## config.mk

```make
export PLATFORM = sky130hd
export DESIGN_NAME = sqcsa_seq_ctrl
export DESIGN_NICKNAME = d
export VERILOG_FILES = /design/src/rtl/sqcsa_pkg.sv /design/src/rtl/csa_slice.sv /design/src/rtl/sqcsa_seq_ctrl.sv
export SDC_FILE = /design/constraint.sdc
export NUM_CORES = 1
export LEC_CHECK = 0
export CAP_MARGIN = 10
export CORE_MARGIN = 2
export CORE_UTILIZATION = 55
export CTS_CLUSTER_DIAMETER = 150
export DETAILED_ROUTE_END_ITERATION = 16
export PLACE_DENSITY = 0.85
export SLEW_MARGIN = 40
export SYNTH_ARGS = -nofsm -noshare
export SYNTH_HDL_FRONTEND = slang
export SYNTH_HIERARCHICAL = 1
export SYNTH_SLANG_ARGS = --single-unit
```

## constraint.sdc

```tcl
create_clock -name clk -period 4.44 [get_ports clk]
set_input_delay 0.444 -clock clk [delete_from_list [all_inputs] [get_ports clk]]
set_output_delay 0.444 -clock clk [all_outputs]
set_load 0.005 [all_outputs]
```

## src/rtl/sqcsa_pkg.sv

```systemverilog
// sqcsa_pkg: shared FSM state encoding and default geometry for the sequential carry-select adder.
package sqcsa_pkg;
    localparam int DEF_DWIDTH = 16;
    localparam int DEF_SLICE  = 4;
    typedef enum logic [1:0] {
        IDLE = 2'd0,
        RUN  = 2'd1,
        DONE = 2'd2
    } state_t;
endpackage

```

## src/rtl/csa_slice.sv

```systemverilog
// csa_slice: combinational carry-select slice; both carry-in outcomes are summed in parallel and muxed.
module csa_slice #(
    parameter int W = 4
) (
    input  logic [W-1:0] a,
    input  logic [W-1:0] b,
    input  logic         c_in,
    output logic [W-1:0] sum,
    output logic         c_out,
    output logic         c_msb
);
    logic [W:0] s0, s1;
    assign s0    = {1'b0, a} + {1'b0, b};
    assign s1    = {1'b0, a} + {1'b0, b} + (W+1)'(1);
    assign sum   = c_in ? s1[W-1:0] : s0[W-1:0];
    assign c_out = c_in ? s1[W] : s0[W];
    // carry into the MSB recovered from the MSB sum bit
    assign c_msb = a[W-1] ^ b[W-1] ^ sum[W-1];
endmodule

```

## src/rtl/sqcsa_seq_ctrl.sv

```systemverilog
// sqcsa_seq_ctrl: sequential adder processing one SLICE-bit carry-select slice per cycle with req/rsp handshakes.
// Defining SQCSA_SEQ_CTRL_OVF_EN adds the signed-overflow output rsp_ovf.
module sqcsa_seq_ctrl
    import sqcsa_pkg::*;
#(
    parameter int DWIDTH = DEF_DWIDTH,
    parameter int SLICE  = DEF_SLICE
) (
    input  logic              clk,
    input  logic              rst_n,
    input  logic              req_valid,
    output logic              req_ready,
    input  logic [DWIDTH-1:0] req_a,
    input  logic [DWIDTH-1:0] req_b,
    input  logic              req_c_in,
    output logic              rsp_valid,
    input  logic              rsp_ready,
    output logic [DWIDTH-1:0] rsp_sum,
`ifdef SQCSA_SEQ_CTRL_OVF_EN
    output logic              rsp_ovf,
`endif
    output logic              rsp_c_out,
    output logic              busy
);
    localparam int NSLICE = DWIDTH / SLICE;
    localparam int CW     = (NSLICE > 1) ? $clog2(NSLICE) : 1;

    state_t              state;
    logic [CW-1:0]       cnt;
    logic [DWIDTH-1:0]   a_r, b_r, sum_r;
    logic                carry;
    logic [SLICE-1:0]    s_sum;
    logic                s_co, msb_c;

    csa_slice #(.W(SLICE)) u_slice (
        .a     (a_r[cnt*SLICE +: SLICE]),
        .b     (b_r[cnt*SLICE +: SLICE]),
        .c_in  (carry),
        .sum   (s_sum),
        .c_out (s_co),
        .c_msb (msb_c)
    );

    assign req_ready = state == IDLE;
    assign rsp_valid = state == DONE;
    assign busy      = state != IDLE;
    assign rsp_sum   = sum_r;
    assign rsp_c_out = carry;

    always_ff @(posedge clk or negedge rst_n) begin
        if (!rst_n) begin
            state <= IDLE;
            cnt   <= '0;
            carry <= 1'b0;
            a_r   <= '0;
            b_r   <= '0;
            sum_r <= '0;
        end else if (state == IDLE) begin
            if (req_valid) begin
                a_r   <= req_a;
                b_r   <= req_b;
                carry <= req_c_in;
                cnt   <= '0;
                state <= RUN;
            end
        end else if (state == RUN) begin
            sum_r[cnt*SLICE +: SLICE] <= s_sum;
            carry <= s_co;
            cnt   <= (cnt == CW'(NSLICE-1)) ? cnt : cnt + CW'(1);
            state <= (cnt == CW'(NSLICE-1)) ? DONE : RUN;
        end else begin
            state <= rsp_ready ? IDLE : state;
        end
    end

`ifdef SQCSA_SEQ_CTRL_OVF_EN
    always_ff @(posedge clk or negedge rst_n) begin
        if (!rst_n)
            rsp_ovf <= 1'b0;
        else if (state == RUN && cnt == CW'(NSLICE-1))
            rsp_ovf <= msb_c ^ s_co;
    end
`else
    logic unused_ok;
    assign unused_ok = msb_c;
`endif
endmodule

```

# After elaboration in Yosys (flattened, before gate mapping)
# Index checks and enable logic that the tools add are counted.
[classes]
add_sub_neg = 4
n_eq_ne = 5
shift = 4
muxes = 15
n_bitwise = 1
reduce_logical = 9
[ops]
columns = ["cell", "n"]
rows = [
  ["$neg 4->34", 1],
  ["$shift 4x34->16 const A", 1],
  ["$shiftx 4x34->16", 1],
  ["$shiftx 16x5->4", 2],
  ["$mux 2", 9],
  ["$bwmux 16", 1],
  ["$reduce_and 2->1", 4],
  ["$add 4x4->5", 1],
  ["$add 5x1->5 const B", 1],
  ["$eq 2x2->1 const B", 2],
  ["$mux 1", 4],
  ["$mux 4", 1],
  ["$ne 2x2->1 const B", 2],
  ["$reduce_bool 2->1", 2],
  ["$reduce_and 3->1", 1],
  ["$reduce_bool 3->1", 1],
  ["$add 2x1->2 const B", 1],
  ["$eq 2x1->1 const B", 1],
  ["$logic_not 2->1", 1],
  ["$not 1->1", 1],
]
[totals]
ff_bits = 53
input_bits = 37
output_inout_bits = 20
word_cells = 44

# Longest topological paths before layout
[depth]
depth_word = 6
depth_mapped = 11
ltp_nobuf = 10

# Cells and area by module
# The synthesis kept the hierarchy.
[modules_own_cells]
columns = ["mod", "instances", "cells_per_inst", "area_per_inst_um2", "seq_area_each_um2"]
rows = [
  ["sqcsa_seq_ctrl", 1, 178, 2431.1, 1326.3],
  ["csa_slice", 1, 29, 251.5, 0.0],
]

# Least setup slack after synthesis
# No wires, ideal clock.
[synth_path]
kind = "flip-flop to flip-flop"
from = "reg cnt[0]"
to = "reg carry, in the netlist rsp_c_out"
setup_time_ns = 0.123
arrival_ns = 2.845
required_time_ns = 4.317
slack_ns = 1.472
stages_incl_launch_ff = 12
path_buffers = 1
synth_period_minus_slack_ns = 2.968
cell_sequence = "dfrtp_1 buf_6 mux4_2 ha_1 fa_1 ha_1 and4bb_1 and3_2 a2111oi_0 nor4_1 o22ai_1 a21oi_1"
[synth_between]
elab_chain_len = 6
elab_cells_between_ends = 7
cone_classes = "add/sub (2); shift (2); mux (3)"
[synth_rtl]
columns = ["item", "line", "text"]
rows = [
  ["start: declaration", "sqcsa_seq_ctrl.sv:29", "logic [CW-1:0] cnt;"],
  ["start signal: assignment", "sqcsa_seq_ctrl.sv:69", "cnt <= (cnt == CW'(NSLICE-1)) ? cnt : cnt + CW'(1);"],
  ["$shiftx 16x5->4, on equally long branches", "sqcsa_seq_ctrl.sv:36, sqcsa_seq_ctrl.sv:37", ""],
  ["$add 4x4->5 *", "csa_slice.sv:13, csa_slice.sv:14", ""],
  ["$add 5x1->5", "csa_slice.sv:14", "assign s1 = {1'b0, a} + {1'b0, b} + (W+1)'(1);"],
  ["$mux 1 *", "csa_slice.sv:16", "assign c_out = c_in ? s1[W] : s0[W];"],
  ["via s_co", "sqcsa_seq_ctrl.sv:33", "logic s_co, msb_c;"],
  ["$mux 1 *", "sqcsa_seq_ctrl.sv:66", "end else if (state == RUN) begin"],
  ["$mux 1 *", "sqcsa_seq_ctrl.sv:58", "end else if (state == IDLE) begin"],
  ["end signal: assignment", "sqcsa_seq_ctrl.sv:62", "carry <= req_c_in;"],
  ["end signal: assignment", "sqcsa_seq_ctrl.sv:68", "carry <= s_co;"],
  ["end: declaration", "sqcsa_seq_ctrl.sv:31", "logic carry;"],
]
# Mark *: on every way through the listed nets, which the timed path passes. The rest lies on a longest branch. The select of a mux whose other input is x is not followed.
# A chain may end at the register's enable or synchronous reset.

# Final worst setup path
# Ends and elaborated chain as after synthesis.

==> flow_summary.toml <==
[hold_path]
hp-class = "input port to asynchronous set/reset pin"

[placed_design]
dpl.hpwl_um = 3555
place_inst = 322
place_area_sq_um = 3259
port_buffers = 56
gp_congestion = 0.7874

[grt]
grt_start_max_net_pins = 54
grtUsageTotal_pct = 20.18
grt_pass1_vias = 1808
grt.overflow.total = 0
antenna_found_initial = 0
grt_pass1_wl_um = 8280

[timing]
timing.fmax_mhz = 292.6
tightest_slew_ns = 0.6466
setup_viol = 0
period_needed_ns = 3.417
hold_viol = 0
rsz0062_at_grt = "false"
finalClockSkew_ns = 0.005835
slew_viol_final = 0
fin_crit_sh_pct = 76.96
fin_setup_tns_ns = 0
max_slew_margin_pct = 56.89

[synthesis]
synthTopCellsByArea = "dfrtp_1, mux2_1, mux4_2, ha_1, nand2_1"
seq_area_frac_synth_pct = 49.44
syn_area_sq_um = 2683
synth-seq-cells = 53
avgSynthCellArea_sq_um = 12.96
synth_top_area_share_pct = 49.44
synth_top_area_cell = "dfrtp_1"
ys_types = 40
ys_async_sr_fraction_pct = 100.0
synth-edff-count = 0
synth_ff_type = "dfrtp_1"
synth_common_cells = "dfrtp_1, mux2_1, nand2_1"
post-synth-top-count-cell = "dfrtp_1"
syn_inst = 207
synth_fp_nets = 255
yosysWarnings = 6

[layout]
num_antenna_cells = 0
fill_cells = 355
drive_above_1_share_pct = 10.65
finalNonFillerCells = 330
num-nets-final = 310
synthToLayoutAreaGrowth_pct = 25.33
fin_area_sq_um = 3362

[routing]
ant_nets = 0
totalWireLength_um = 4912
drt_pre_antenna_iters = 4
num_vias = 1846
routedWlPerCell_um = 14.88
drt-initial-drc-count = 81
vias_per_cell = 5.594
drc_errors = 0

[setup_path]
critical_path.max_fanout = 19
cp.required_ns = 4.64
crit_type = "flop to flop"
arrival_ns = 3.62
critPathLaunchType = "flop"
r2r_cells = 10
end_kind = "flop"

[floorplan]
die_area_sq_um = 5452
fp.dieW_um = 73.84
io_pins = 57
initial_utilization_pct = 56.79
core_region_area_sq_um = 4723
rows = 25
die_y_um = 73.84

[run_status]
status = "finished clean"

[pwr]
power.density_nw_per_um2 = 833.4
cellLeakagePower_nw = 1.403
max-vdd-ir-drop_uv = 444.2
total_power_mw = 2.802

[clock_network]
cts_buffers = 5
postCtsHoldBufs = 0
htree_levels = 2
clock_latency_ns = 0.31
clock_path_buffers = 2
clkTransAtPathRegs_ns = 0.09
cts_sinks = 53
root_buffer = "clkbuf_8"
post_cts_buffers = 0
cts_tree = "yes"
cts_resized = 0

[run]
drv_cap = 0
-- logic make-up (layout without fill, tap and decap cells) --
kind of cell / count (synthesis) / in the layout / synth area share, %
multiplexers: 41 / 41 / 20.57
AND/OR/NAND/NOR: 52 / 52 / 11.94
buffers and inverters: 14 / 70 / 3.685
adder cells (fa/ha/maj): 11 / 11 / 5.410
AO/OA/AOI/OAI: 32 / 32 / 7.649
flip-flops: 53 / 53 / 49.44
XOR/XNOR: 4 / 4 / 1.306
-- report_power, final --
group	internal (mW)	switching [mW]	leakage, nW
registers	0.711	0.198	0.657
logic	0.786	0.815	0.692
clock network	0.141	0.152	0.0542
-- stage by stage --
step | hold slack [ns] | util, % | setup WS [ns]
2_1_floorplan | 0.1484 | - | 1.472
3_3_place_gp | 0.4637 | 68.64 | 0.9217
3_5_place_dp | 0.4742 | 69.01 | 0.8785
4_1_cts | 0.1734 | 71.15 | 0.7490
5_1_grt | 0.2025 | 71.18 | 0.8751
6_report | 0.1564 | 71.18 | 1.023
-- flip-flops by register name (all words and copies together), names as in the netlist --
name	count
state	2
rsp_sum	16
b_r	16
a_r	16
cnt	2
rsp_c_out	1
-- cells in the final DEF, fill, tap and decap left out, types with 2 or more instances in the layout --
cell type        count
a21o_1               2
a21oi_1              4
a22o_1               7
and4bb_1             3
clkbuf_8             7
clkdlybuf4s50_1     55
dfrtp_1             52
ha_1                10
inv_1                2
inv_2                2
mux2_1              32
mux4_2               8
nand2_1             19
nand2b_1             5
nand3_1              4
nand3b_1             4
nor2_1               5
nor3_1               2
o21ai_0              2
o21ai_1             11
o22ai_1              2
xor2_1               4
-- routing by layer --
layer / vias up / track usage, % / routed length, um
met5: - / 0 / 0
met4: 0 / 7.273 / 60
met3: 8 / 5.075 / 241
met2: 59 / 31.65 / 2438
met1: 912 / 27.32 / 2172
li1: 867 / - / -
-- final timing paths --
check                            from    endpoint  slack (ns)
max                            cnt[0]   rsp_c_out        1.02
min                             rst_n  rsp_sum[0]        0.16
max reg2reg                    cnt[0]   rsp_c_out        1.02
min reg2reg                rsp_sum[2]  rsp_sum[2]        0.49
max in group asynchronous       rst_n      cnt[0]        3.82
min in group clk           rsp_sum[2]  rsp_sum[2]        0.49
-- worst max-delay path, cell delays in order, from the launching register on --
cell and delay (ns):
dfrtp_2 0.67, mux4_2 0.56, ha_1 0.25, fa_1 0.48, ha_1 0.29, and4bb_1 0.21
and3_2 0.20, a2111oi_0 0.35, nor4_1 0.12, o22ai_1 0.13, a21oi_1 0.05
-- layout make-up --
| cell class | instances | area (sq um) | share of cell area [%] |
|---|---|---|---|
| inverter | 5 | 18.77 | 0.5582 |
| timing repair buffer | 57 | 573.1 | 17.05 |
| clock buffer | 7 | 96.34 | 2.866 |
| multi-input combinational | 140 | 1257 | 37.40 |
| sequential | 53 | 1328 | 39.49 |
| tap | 67 | 83.83 | 2.493 |
| clock inverter | 1 | 5.005 | 0.1489 |
(Power assumes the default switching activity.)
